`src/rtl/bullet_pool_pkg.sv`:
```
// Shared bullet/playfield constants used by the pool, ship,
// collision checker and enemy shooter.
package bullet_pool_pkg;

    localparam int COORD_WIDTH = 10;
    localparam int PLAY_Y_MIN  = 0;
    localparam int PLAY_Y_MAX  = 479;
    localparam int SPAWN_Y_POS = 240;

    localparam logic DIR_UP   = 1'b1;
    localparam logic DIR_DOWN = 1'b0;

    typedef struct packed {
        logic [COORD_WIDTH-1:0] x;
        logic [COORD_WIDTH-1:0] y;
        logic                   dir;
        logic                   live;
    } slot_t;

endpackage

```
`src/rtl/bullet_slot.sv`:
```
// One projectile: position/direction/live registers,
// vertical motion with playfield expiry, and box-hit test.
module bullet_slot
    import bullet_pool_pkg::*;
#(
    parameter int COORD_W = COORD_WIDTH,
    parameter int SPEED   = 2,
    parameter int HALF_W  = 4,
    parameter int HALF_H  = 8,
    parameter int Y_MIN   = PLAY_Y_MIN,
    parameter int Y_MAX   = PLAY_Y_MAX
) (
    input  logic               clk_60hz,
    input  logic               reset,
    input  logic               spawn,
    input  logic               kill,
    input  logic [COORD_W-1:0] spawn_x,
    input  logic [COORD_W-1:0] spawn_y,
    input  logic               spawn_dir,
    input  logic [COORD_W-1:0] px,
    input  logic [COORD_W-1:0] py,
    output logic               live,
    output logic               live_next,
    output logic               hit
);

    localparam logic [COORD_W-1:0] UP_LIM = COORD_W'(Y_MIN + SPEED);
    localparam logic [COORD_W-1:0] DN_LIM = COORD_W'(Y_MAX - SPEED);
    localparam logic [COORD_W-1:0] STEP   = COORD_W'(SPEED);
    localparam logic [COORD_W:0]   HW     = (COORD_W+1)'(HALF_W);
    localparam logic [COORD_W:0]   HH     = (COORD_W+1)'(HALF_H);

    logic [COORD_W-1:0] x;
    logic [COORD_W-1:0] y;
    logic [COORD_W-1:0] y_next;
    logic               dir;

    // Limits are checked before stepping so y never wraps.
    always_comb begin
        live_next = live;
        y_next    = y;
        if (spawn) begin
            live_next = 1'b1;
            y_next    = spawn_y;
        end else if (kill) begin
            live_next = 1'b0;
        end else if (live) begin
            if (dir == DIR_UP) begin
                if (y < UP_LIM) live_next = 1'b0;
                else            y_next    = y - STEP;
            end else begin
                if (y > DN_LIM) live_next = 1'b0;
                else            y_next    = y + STEP;
            end
        end
    end

    always_ff @(posedge clk_60hz) begin
        if (!reset) begin
            live <= 1'b0;
            x    <= '0;
            y    <= '0;
            dir  <= 1'b0;
        end else begin
            live <= live_next;
            y    <= y_next;
            if (spawn) begin
                x   <= spawn_x;
                dir <= spawn_dir;
            end
        end
    end

    logic signed [COORD_W:0] dx;
    logic signed [COORD_W:0] dy;
    logic        [COORD_W:0] adx;
    logic        [COORD_W:0] ady;

    always_comb begin
        dx  = $signed({1'b0, px}) - $signed({1'b0, x});
        dy  = $signed({1'b0, py}) - $signed({1'b0, y});
        adx = dx[COORD_W] ? $unsigned(-dx) : $unsigned(dx);
        ady = dy[COORD_W] ? $unsigned(-dy) : $unsigned(dy);
        hit = live && (adx < HW) && (ady < HH);
    end

endmodule

```
`src/rtl/bullet_pool.sv`:
```
// Pool of independent bullets: lowest-free allocation with refire
// cooldown, external kills, live count and scan-position hit.
module bullet_pool
    import bullet_pool_pkg::*;
#(
    parameter int NUM_BULLETS = 4,
    parameter int IDX_W       = 2,
    parameter int COORD_W     = COORD_WIDTH,
    parameter int SPEED       = 2,
    parameter int HALF_W      = 4,
    parameter int HALF_H      = 8,
    parameter int SPAWN_Y     = SPAWN_Y_POS,
    parameter int Y_MIN       = PLAY_Y_MIN,
    parameter int Y_MAX       = PLAY_Y_MAX,
    parameter int COOLDOWN    = 8
) (
    input  logic                   clk_60hz,
    input  logic                   reset,
    input  logic [COORD_W-1:0]     px,
    input  logic [COORD_W-1:0]     py,
    input  logic                   fire,
    input  logic                   direction,
    input  logic [COORD_W-1:0]     shipX,
    input  logic                   kill_valid,
    input  logic [IDX_W-1:0]       kill_idx,
    output logic                   fire_ack,
    output logic [IDX_W-1:0]       fire_idx,
    output logic [NUM_BULLETS-1:0] in_use,
    output logic [IDX_W:0]         active_count,
    output logic                   pixel,
    output logic [IDX_W-1:0]       pixel_idx
);

    localparam int CD_W = (COOLDOWN > 0) ? $clog2(COOLDOWN + 1) : 1;

    logic [CD_W-1:0]        cd;
    logic [NUM_BULLETS-1:0] spawn;
    logic [NUM_BULLETS-1:0] kill;
    logic [NUM_BULLETS-1:0] live_next;
    logic [NUM_BULLETS-1:0] hit;
    logic                   free_any;
    logic [IDX_W-1:0]       free_idx;
    logic                   accept;
    logic [IDX_W:0]         cnt_next;

    // Free slots come from the pre-edge in_use, so a slot vacated
    // this tick is only reusable on the next one.
    always_comb begin
        free_any = 1'b0;
        free_idx = '0;
        for (int i = NUM_BULLETS - 1; i >= 0; i--) begin
            if (!in_use[i]) begin
                free_any = 1'b1;
                free_idx = IDX_W'(i);
            end
        end
        accept = fire && (cd == '0) && free_any;
    end

    always_comb begin
        spawn    = '0;
        kill     = '0;
        cnt_next = '0;
        for (int i = 0; i < NUM_BULLETS; i++) begin
            spawn[i] = accept && (free_idx == IDX_W'(i));
            kill[i]  = kill_valid && (kill_idx == IDX_W'(i));
            cnt_next = cnt_next + (IDX_W+1)'(live_next[i]);
        end
    end

    always_comb begin
        pixel     = |hit;
        pixel_idx = '0;
        for (int i = NUM_BULLETS - 1; i >= 0; i--) begin
            if (hit[i]) pixel_idx = IDX_W'(i);
        end
    end

    always_ff @(posedge clk_60hz) begin
        if (!reset) begin
            fire_ack     <= 1'b0;
            fire_idx     <= '0;
            cd           <= '0;
            active_count <= '0;
        end else begin
            fire_ack     <= accept;
            active_count <= cnt_next;
            if (accept) begin
                fire_idx <= free_idx;
                cd       <= CD_W'(COOLDOWN);
            end else if (cd != '0) begin
                cd <= cd - CD_W'(1);
            end
        end
    end

    for (genvar s = 0; s < NUM_BULLETS; s++) begin : g_slot
        bullet_slot #(
            .COORD_W (COORD_W),
            .SPEED   (SPEED),
            .HALF_W  (HALF_W),
            .HALF_H  (HALF_H),
            .Y_MIN   (Y_MIN),
            .Y_MAX   (Y_MAX)
        ) u_slot (
            .clk_60hz  (clk_60hz),
            .reset     (reset),
            .spawn     (spawn[s]),
            .kill      (kill[s]),
            .spawn_x   (shipX),
            .spawn_y   (COORD_W'(SPAWN_Y)),
            .spawn_dir (direction),
            .px        (px),
            .py        (py),
            .live      (in_use[s]),
            .live_next (live_next[s]),
            .hit       (hit[s])
        );
    end

endmodule

```
`config.mk`:
```
export PLATFORM = sky130hd
export DESIGN_NAME = bullet_pool
export DESIGN_NICKNAME = d
export VERILOG_FILES = /design/src/rtl/bullet_pool_pkg.sv /design/src/rtl/bullet_slot.sv /design/src/rtl/bullet_pool.sv
export SDC_FILE = /design/constraint.sdc
export NUM_CORES = 1
export LEC_CHECK = 0
export BUFFER_PORTS_ARGS = -buffer_cell sky130_fd_sc_hd__buf_2
export CORE_ASPECT_RATIO = 1.2
export CORE_MARGIN = 2
export CORE_UTILIZATION = 55
export DETAILED_ROUTE_END_ITERATION = 8
export GPL_TIMING_DRIVEN = 0
export PLACE_DENSITY = 0.73
export REMOVE_ABC_BUFFERS = 1
export SLEW_MARGIN = 20
export SYNTH_ARGS = -nofsm -noshare
export SYNTH_HDL_FRONTEND = slang
export SYNTH_SLANG_ARGS = --single-unit
```
`constraint.sdc`:
```
create_clock -name clk_60hz -period 10.3 [get_ports clk_60hz]
set_input_delay 1.545 -clock clk_60hz [delete_from_list [all_inputs] [get_ports clk_60hz]]
set_output_delay 1.545 -clock clk_60hz [all_outputs]
set_load 0.01 [all_outputs]
```
# After elaboration in Yosys (flattened, before gate mapping)
# Index checks and enable logic that the tools add are counted.
[word_totals] regBits=98 latch_bits=0 ramBits=0 rom_bits=0 out_inout_bits=13 elab_cells=211 mem_count=0
[classes] add_sub_neg=28 n_mul=0 n_div=0 magnitude_cmp=16 n_eq_ne=26 shift=0 muxes=70 bitwise=5 n_reduce_logical=41
[ops] operator="10-bit 2-to-1 mux" count=12
[ops] operator="8-bit 2-to-1 mux" count=12
[ops] operator="11-bit 2-to-1 mux" count=8
[ops] operator="11-bit negator" count=8
[ops] operator="10-bit by 10-bit subtractor with 11-bit output" count=8
[ops] operator="11-bit by 3-bit < comparator with 1-bit output, second input constant" count=4
[ops] operator="11-bit by 4-bit < comparator with 1-bit output, second input constant" count=4
[ops] operator="10-bit by 2-bit adder with 10-bit output, second input constant" count=4
[ops] operator="10-bit by 9-bit > comparator with 1-bit output, second input constant" count=4
[ops] operator="10-bit by 2-bit < comparator with 1-bit output, second input constant" count=4
[ops] operator="10-bit by 2-bit subtractor with 10-bit output, second input constant" count=4
[ops] operator="4-bit AND reduction" count=8
[ops] operator="1-bit 2-to-1 mux" count=28
[ops] operator="1-bit logical AND" count=18
[ops] operator="2-bit 2-to-1 mux" count=8
[ops] operator="2-bit by 1-bit != test with 1-bit output, second input constant" count=8
[ops] operator="3-bit by 1-bit != test with 1-bit output, second input constant" count=4
[ops] operator="3-bit by 2-bit != test with 1-bit output, second input constant" count=4
[ops] operator="2-bit nonzero test" count=5
[ops] operator="2-bit OR reduction" count=5
[ops] operator="2-bit == test, second input constant" count=4
[ops] operator="4-bit 2-to-1 mux" count=2
[ops] operator="2-bit != test, second input constant" count=4
[ops] operator="1-bit NOT" count=5
[ops] operator="other kinds (9)" count=11

# Longest topological paths before layout
# Gate-level depths: netlist of the first run.
[depth] depth_word=10 depth_mapped=13 depth_no_buf=13

# By module
# A second synthesis of the first run with hierarchy kept.
[unflattened] hier_cells=1282 area_unflattened_um2=9925.8
[by_module_without_submodules] module="bullet_slot at g_slot[0].u_slot ..." n_inst=3 cells_each=303 area_per_inst_um2=2342.2 seq_area_each_um2=440.4
[by_module_without_submodules] module="bullet_slot at g_slot[1].u_slot" n_inst=1 cells_each=300 area_per_inst_um2=2304.7 seq_area_each_um2=440.4
[by_module_without_submodules] module="bullet_pool" n_inst=1 cells_each=73 area_per_inst_um2=594.3 seq_area_each_um2=200.2

# Least setup slack after synthesis of the first run
# OpenSTA, ideal clock, no wires.
[synth_path] kind="input to output" from="in px[0]" to="out pixel_idx[0]" arrival_time_ps=4307 required_ps=8755 setup_slack_ps=4448 cell_stages=13 path_buffers=0 path_cell_list="inv_1 > ha_1 > inv_1 > fa_1 > a21o_1 > a221oi_4 > o211a_1 > or2_4 > a21oi_2 > or4b_4 > a2111oi_4 > nand2b_1 > a21oi_1"
[synth_between] elab_chain_len=10
[synth_rtl] item="from (decl)" line_no="bullet_pool.sv:19" text="input logic [COORD_W-1:0] px,"
[synth_rtl] item="10-bit by 10-bit subtractor with 11-bit output" line_no="bullet_slot.sv:80" text="dx = $signed({1'b0, px}) - $signed({1'b0, x});"
[synth_rtl] item="11-bit negator" line_no="bullet_slot.sv:82" text="adx = dx[COORD_W] ? $unsigned(-dx) : $unsigned(dx);"
[synth_rtl] item="11-bit 2-to-1 mux" line_no="bullet_slot.sv:82"
[synth_rtl] item="11-bit by 3-bit < comparator with 1-bit output" line_no="bullet_slot.sv:84" text="hit = live && (adx < HW) && (ady < HH);"
[synth_rtl] item="1-bit logical AND (2 in a row)" line_no="bullet_slot.sv:84"
[synth_rtl] item="2-bit 2-to-1 mux (3 in a row)" line_no="bullet_pool.sv:75" text="if (hit[i]) pixel_idx = IDX_W'(i);"
[synth_rtl] item="2-bit 2-to-1 mux *" line_no="bullet_pool.sv:75"
[synth_rtl] item="to (decl)" line_no="bullet_pool.sv:31" text="output logic [IDX_W-1:0] pixel_idx"
# Every way passes the cells marked *; elsewhere a longest branch is shown, timed or not.

# Final worst setup path of the first run
# Ends and elaborated chain as after synthesis.

==> results.py, run 1 <==
metrics = {
    "floorplanning": {
        "core-area_um2": 16700,
        "initial_core_util_pct": 55.5,
        "placementRows": 52,
        "die_y_um": 146,
        "ios": 50,
        "die_w_um": 123,
        "die_area_um2": 17900,
    },
    "power_and_ir_drop": {
        "power_density_nw_per_um2": 140,
        "p_leak_nw": 3.63,
        "peakVddDrop_uv": 144,
        "totalPowerFinal_mw": 1.39,
    },
    "yosys": {
        "yosysSeqAreaShare_pct": 20.3,
        "ys_seq_elements": 94,
        "syn_area_per_cell_um2": 7.36,
        "post_synth_num_cell_types": 82,
        "synth_edf_count": 0,
        "ys.flop_type": "dfxtp_1",
        "synthesis.area_um2": 9280,
        "synth-async-reset-ratio_pct": 0,
        "yosysWarnings": 0,
        "netlist_instances": 1261,
    },
    "timing": {
        "slew_headroom_pct": 38.4,
        "clock_skew_ns": 0.00913,
        "fmax_ghz": 0.145,
        "layout_setup_ws_ns": 3.42,
        "setup_viol": 0,
        "worstMarginPinSlew_ns": 0.922,
        "tns_ns": 0,
        "period_share_pct": 66.8,
        "holdWs_ns": 0.452,
        "finalCriticalPeriod_ns": 6.88,
        "hold_violations": 0,
        "finalMaxSlewViolations": 0,
        "grt_setup_unrepaired": "no",
    },
    "grt": {
        "grt_pass1_vias": 8062,
        "antenna_found_initial": 0,
        "overflow": 0,
        "grt_max_degree": 69,
        "grt_pass1_wl_um": 38800,
        "grtUsageTotal_pct": 27.0,
    },
    "clock_network": {
        "clk_pin_slew_ns": 0.06,
        "ctsHoldBuffers": 0,
        "htree_num_levels": 3,
        "cts-resized-gates": 0,
        "postCtsSetupRepairBufs": 0,
        "cts_tree": "built",
        "cts.sinks": 94,
        "cts_root_buf": "clkbuf_16",
        "max-clock-path-buffers": 2,
        "clkLatencyLatePin_ns": 0.35,
        "cts_buffers": 9,
    },
    "detailed_routing": {
        "wl_um": 24300,
        "drc": 0,
        "wire_per_inst_um": 16.3,
        "dr_total_vias": 8980,
        "viasPerCell": 6.01,
        "ant_nets": 0,
        "first_pass_iters": 5,
        "drt-initial-drc-count": 573,
    },
    "placed_design": {
        "placed_cells": 1479,
        "pre_cts_ws_ns": 3.34,
        "place.port_buffers": 49,
        "post_dp_cell_area_um2": 9610,
        "hpwl_um": 18800,
        "place.gp.congestion": 0.886,
    },
    "cells_and_area": {
        "area_growth_pct": 6.73,
        "mostFrequentLayoutCell": "nand2_1",
        "final_nets": 1408,
        "final_layout_size_suffix_gt1_share_pct": 7.43,
        "final_cells": 1494,
        "n_antenna_cell": 0,
        "stdcell_area_um2": 9910,
        "utilization_pct": 59.2,
        "nFillCells": 1584,
        "final_cell_mix": "nand2_1, a21oi_1, nor2_1",
    },
    "critical_path": {
        "crit_arrival_ns": 5.34,
        "worstSetupEndpointType": "output pin",
        "worst-setup-path-type": "in2out",
        "critPathLaunchType": "input pin",
        "required_ns": 8.76,
        "worstPathMaxFanout": 5,
    },
    "worst_hold_path": {
        "hold_path_class": "reg2reg",
    },
    "run_status": {
        "status": "complete, no violations",
    },
    "job": {
        "timing.max_cap.violations": 0,
    },
}
[metal layers]
metal  GRT usage (%)  wire length (um)
met1            34.6             10900
met4            11.0               852
met3            2.73               903
met2            45.9             11700
met5               0                 0
[registers in the layout (all words and copies together), names as in the netlist]
signal / flops
active_count: 3
cd: 4
fire_ack: 1
fire_idx: 2
g_slot.u_slot.dir: 4
g_slot.u_slot.live: 4
g_slot.u_slot.x: 40
g_slot.u_slot.y: 36
[cell usage after synthesis (9+ instances only)]
library cell  number  area share (%)
nand2_1          143             5.8
a21oi_1          137             7.4
nor2_1           103             4.2
inv_1            102             4.1
dfxtp_1           94              20
ha_1              88              12
xnor2_1           57             5.4
o21ai_0           45             2.4
nor3_1            43             2.3
clkbuf_1          37             1.5
nand2b_1          26             1.8
nand3_1           24             1.3
o21a_1            19             1.5
or3_1             19             1.3
xor2_1            18             1.7
a21o_1            17             1.4
nor2b_1           16             1.1
nand4_1           15             1.0
a31oi_1           13            0.88
a211oi_1          12            0.97
and3_1            12            0.81
mux2i_1           12             1.3
nor3b_1           11            0.89
nor4_1            11            0.74
o2111ai_1         11             1.0
or2_2             11            0.74
o211ai_1          10            0.81
and2_1             9            0.61
fa_1               9             1.9
[cell type report]
cell class,instances,area (um^2),share of cell area (%)
Tap cell,216,270,2.73
Clock inverter,3,45.0,0.455
Timing Repair Buffer,50,253,2.55
Sequential cell,94,1880,19.0
Multi-Input combinational cell,1015,6820,68.8
Inverter,104,393,3.97
Clock buffer,12,246,2.49
[path summary, 6_finish.rpt]
| path | cells after the start | slack (ns) | endpoint | start |
|---|---|---|---|---|
| setup / recovery | 15 | 3.42 | pixel_idx[0] | px[0] |
| hold / removal | 2 | 0.45 | g_slot[1].u_slot.x[1] | g_slot[1].u_slot.x[1] |
| setup reg to reg | 11 | 6.24 | active_count[1] | cd[0] |
| hold reg to reg | 2 | 0.45 | g_slot[1].u_slot.x[1] | g_slot[1].u_slot.x[1] |
[report_power, final]
| part | internal, mW | switching [mW] |
|---|---|---|
| Clock | 0.194 | 0.146 |
| Combinational | 0.240 | 0.370 |
| Sequential | 0.401 | 0.0344 |
| Total | 0.835 | 0.551 |
[logic make-up (layout without fill, tap and decap cells)]
group / count (synthesis) / in the layout / synth area share [%]
simple gates: 465 / 465 / 24.5
xor+xnor: 75 / 75 / 7.08
mux: 13 / 13 / 1.42
flops: 94 / 94 / 20.3
buf+inv: 152 / 169 / 6.44
fa+ha+maj: 97 / 97 / 13.8
compound gates: 365 / 365 / 26.5
[worst max-delay path: stages]
cell,delay [ns]
buf_2,0.09
inv_1,0.21
ha_1,0.22
inv_1,0.05
fa_1,0.44
a21o_1,0.23
a311oi_1,0.34
o221a_2,0.30
a22oi_1,0.09
a2111oi_0,0.39
o221ai_1,0.19
a2111oi_1,0.81
nand2b_1,0.19
a21oi_1,0.06
buf_2,0.16
(Power assumes the default switching activity.)
==> run 2: changes to the inputs <==
Settings changed: PLACE_DENSITY 0.73 to 0.76.
Clock period 10.3 ns to 5.9 ns, I/O delays scaled along.
==> run 2 against run 1 <==
Non-clock buffer count stayed put. First-iteration DRC count grew 14%. Hold slack hardly changed. Critical path depth did not move. Combinational power grew 76%.
==> results.py, run 2 (synthesis results as in run 1) <==
metrics = {
    "critical_path": {
        "crit_arrival_ns": 4.58,
        "cp-endpoint": "pixel_idx[1]",
        "reg2reg_slack_ns": 1.85,
        "crit_start": "px[0]",
        "worstSetupEndpointType": "output pin",
        "r2r-start": "cd[0]",
        "worstPathMaxFanout": 5,
        "reg2reg_to": "active_count[1]",
        "worst-setup-path-type": "in2out",
        "rr_worst_depth": 11,
        "required_ns": 5.02,
        "critPathLaunchType": "input pin",
    },
    "floorplanning": {
        "placementRows": 52,
        "die_w_um": 123,
        "initial_core_util_pct": 55.5,
        "ios": 50,
        "core-area_um2": 16700,
        "die_y_um": 146,
        "die_area_um2": 17900,
    },
    "clock_network": {
        "postCtsSetupRepairBufs": 0,
        "cts_buffers": 9,
        "max-clock-path-buffers": 2,
        "ctsHoldBuffers": 0,
        "clk_pin_slew_ns": 0.06,
        "cts_root_buf": "clkbuf_16",
        "htree_num_levels": 3,
        "cts-resized-gates": 0,
        "clkLatencyLatePin_ns": 0.35,
        "cts.sinks": 94,
        "cts_tree": "built",
    },
    "cells_and_area": {
        "final_nets": 1408,
        "regMostFlops": "g_slot.u_slot.x",
        "mostFrequentLayoutCell": "nand2_1",
        "regArea_um2": 1880,
        "largest_reg_flops": 40,
        "nFillCells": 1549,
        "utilization_pct": 59.4,
        "n_antenna_cell": 0,
        "multi_input_area_um2": 6820,
        "area_growth_pct": 7.08,
        "final_layout_size_suffix_gt1_share_pct": 7.51,
        "final_cell_mix": "nand2_1, a21oi_1, nor2_1",
        "top_regs": "g_slot.u_slot.x: 40 flops, g_slot.u_slot.y: 36 flops",
    },
    "power_and_ir_drop": {
        "peakVddDrop_uv": 253,
        "p_leak_nw": 3.65,
        "totalPowerFinal_mw": 2.48,
        "power_density_nw_per_um2": 249,
    },
    "detailed_routing": {
        "wl_um": 24500,
        "drt-initial-drc-count": 655,
        "wire_per_inst_um": 16.4,
        "first_pass_iters": 5,
        "viasPerCell": 6.06,
        "drc": 0,
        "ant_nets": 0,
        "dr_total_vias": 9061,
    },
    "timing": {
        "grt_setup_unrepaired": "no",
        "slew_headroom_pct": 41.4,
        "finalCriticalPeriod_ns": 5.47,
        "tns_ns": 0,
        "period_share_pct": 92.7,
        "clock_skew_ns": 0.00728,
        "finalMaxSlewViolations": 0,
        "hold_violations": 0,
        "setup_viol": 0,
        "fmax_ghz": 0.183,
        "worstMarginPinSlew_ns": 0.877,
        "layout_setup_ws_ns": 0.434,
    },
    "placed_design": {
        "place.port_buffers": 49,
        "hpwl_um": 18900,
        "place.gp.congestion": 0.920,
        "pre_cts_ws_ns": 0.374,
    },
    "grt": {
        "grt_pass1_vias": 8355,
        "grtUsageTotal_pct": 27.9,
        "grt_max_degree": 69,
        "grt_pass1_wl_um": 40100,
        "overflow": 0,
        "antenna_found_initial": 0,
    },
    "job": {
        "timing.max_cap.violations": 0,
    },
    "worst_hold_path": {
        "hold_path_class": "reg2reg",
    },
    "run_status": {
        "status": "complete, no violations",
    },
}
[run 2: changes by cell type in the layout (fill, tap and decap cells not counted), sizes merged]
cell | previous run | this run
bufinv | 1 | 2
clkinvlp | 2 | 1
[run 2: per-stage QoR]
step	cells	hold slack (ns)	instance area [um^2]
finish	1494	0.453	9940
global route	1494	0.471	9940
CTS	1494	0.456	9930
detailed placement	1479	0.446	9610
global placement	1478	0.442	9590
floorplan	1213	0.436	9070
[run 2: critical path, cell delays in order]
cell	delay, ns
buf_2	0.10
inv_1	0.24
ha_1	0.22
inv_1	0.05
fa_1	0.44
a21o_1	0.23
a311oi_1	0.29
o221a_2	0.29
a22oi_1	0.09
a2111oi_0	0.42
o221ai_1	0.20
a2111oi_1	0.59
nor2_1	0.12
nor2b_1	0.23
buf_2	0.18
[run 2: how the worst min path moves through the flow]
| stage | from | cells after the start | to |
|---|---|---|---|
| global route | g_slot[1].u_slot.x[2] | 2 | g_slot[1].u_slot.x[2] |
| finish | g_slot[1].u_slot.x[1] | 2 | g_slot[1].u_slot.x[1] |
| detailed placement | g_slot[0].u_slot.x[1] | 2 | g_slot[0].u_slot.x[1] |
| CTS | g_slot[0].u_slot.x[1] | 2 | g_slot[0].u_slot.x[1] |
| global placement | g_slot[1].u_slot.x[3] | 2 | g_slot[1].u_slot.x[3] |
| floorplan | g_slot[0].u_slot.x[1] | 2 | g_slot[0].u_slot.x[1] |
[run 2: routing by layer]
metal  vias up  GRT usage (%)  routed length [um]
li1       4562              -                   -
met1      4190           35.6               10800
met2       253           46.9               11700
met3        56           3.32                1100
met4         0           12.2                 944
met5         -              0                   0
[run 2: cell type report]
class                   instances  share of cell area, %
multi-input cells            1015                   68.6
inverters                     104                   3.95
clock buffers                  12                   2.58
flip-flops and latches         94                   18.9
clock inverters                 3                  0.680
well taps                     216                   2.72
repair buffers                 50                   2.54
[run 2: report_power, final]
part	internal, mW	switching, mW	total [mW]	leakage, nW
Combinational	0.418	0.648	1.07	2.73
Clock	0.393	0.257	0.650	0.155
Sequential	0.700	0.0597	0.760	0.761
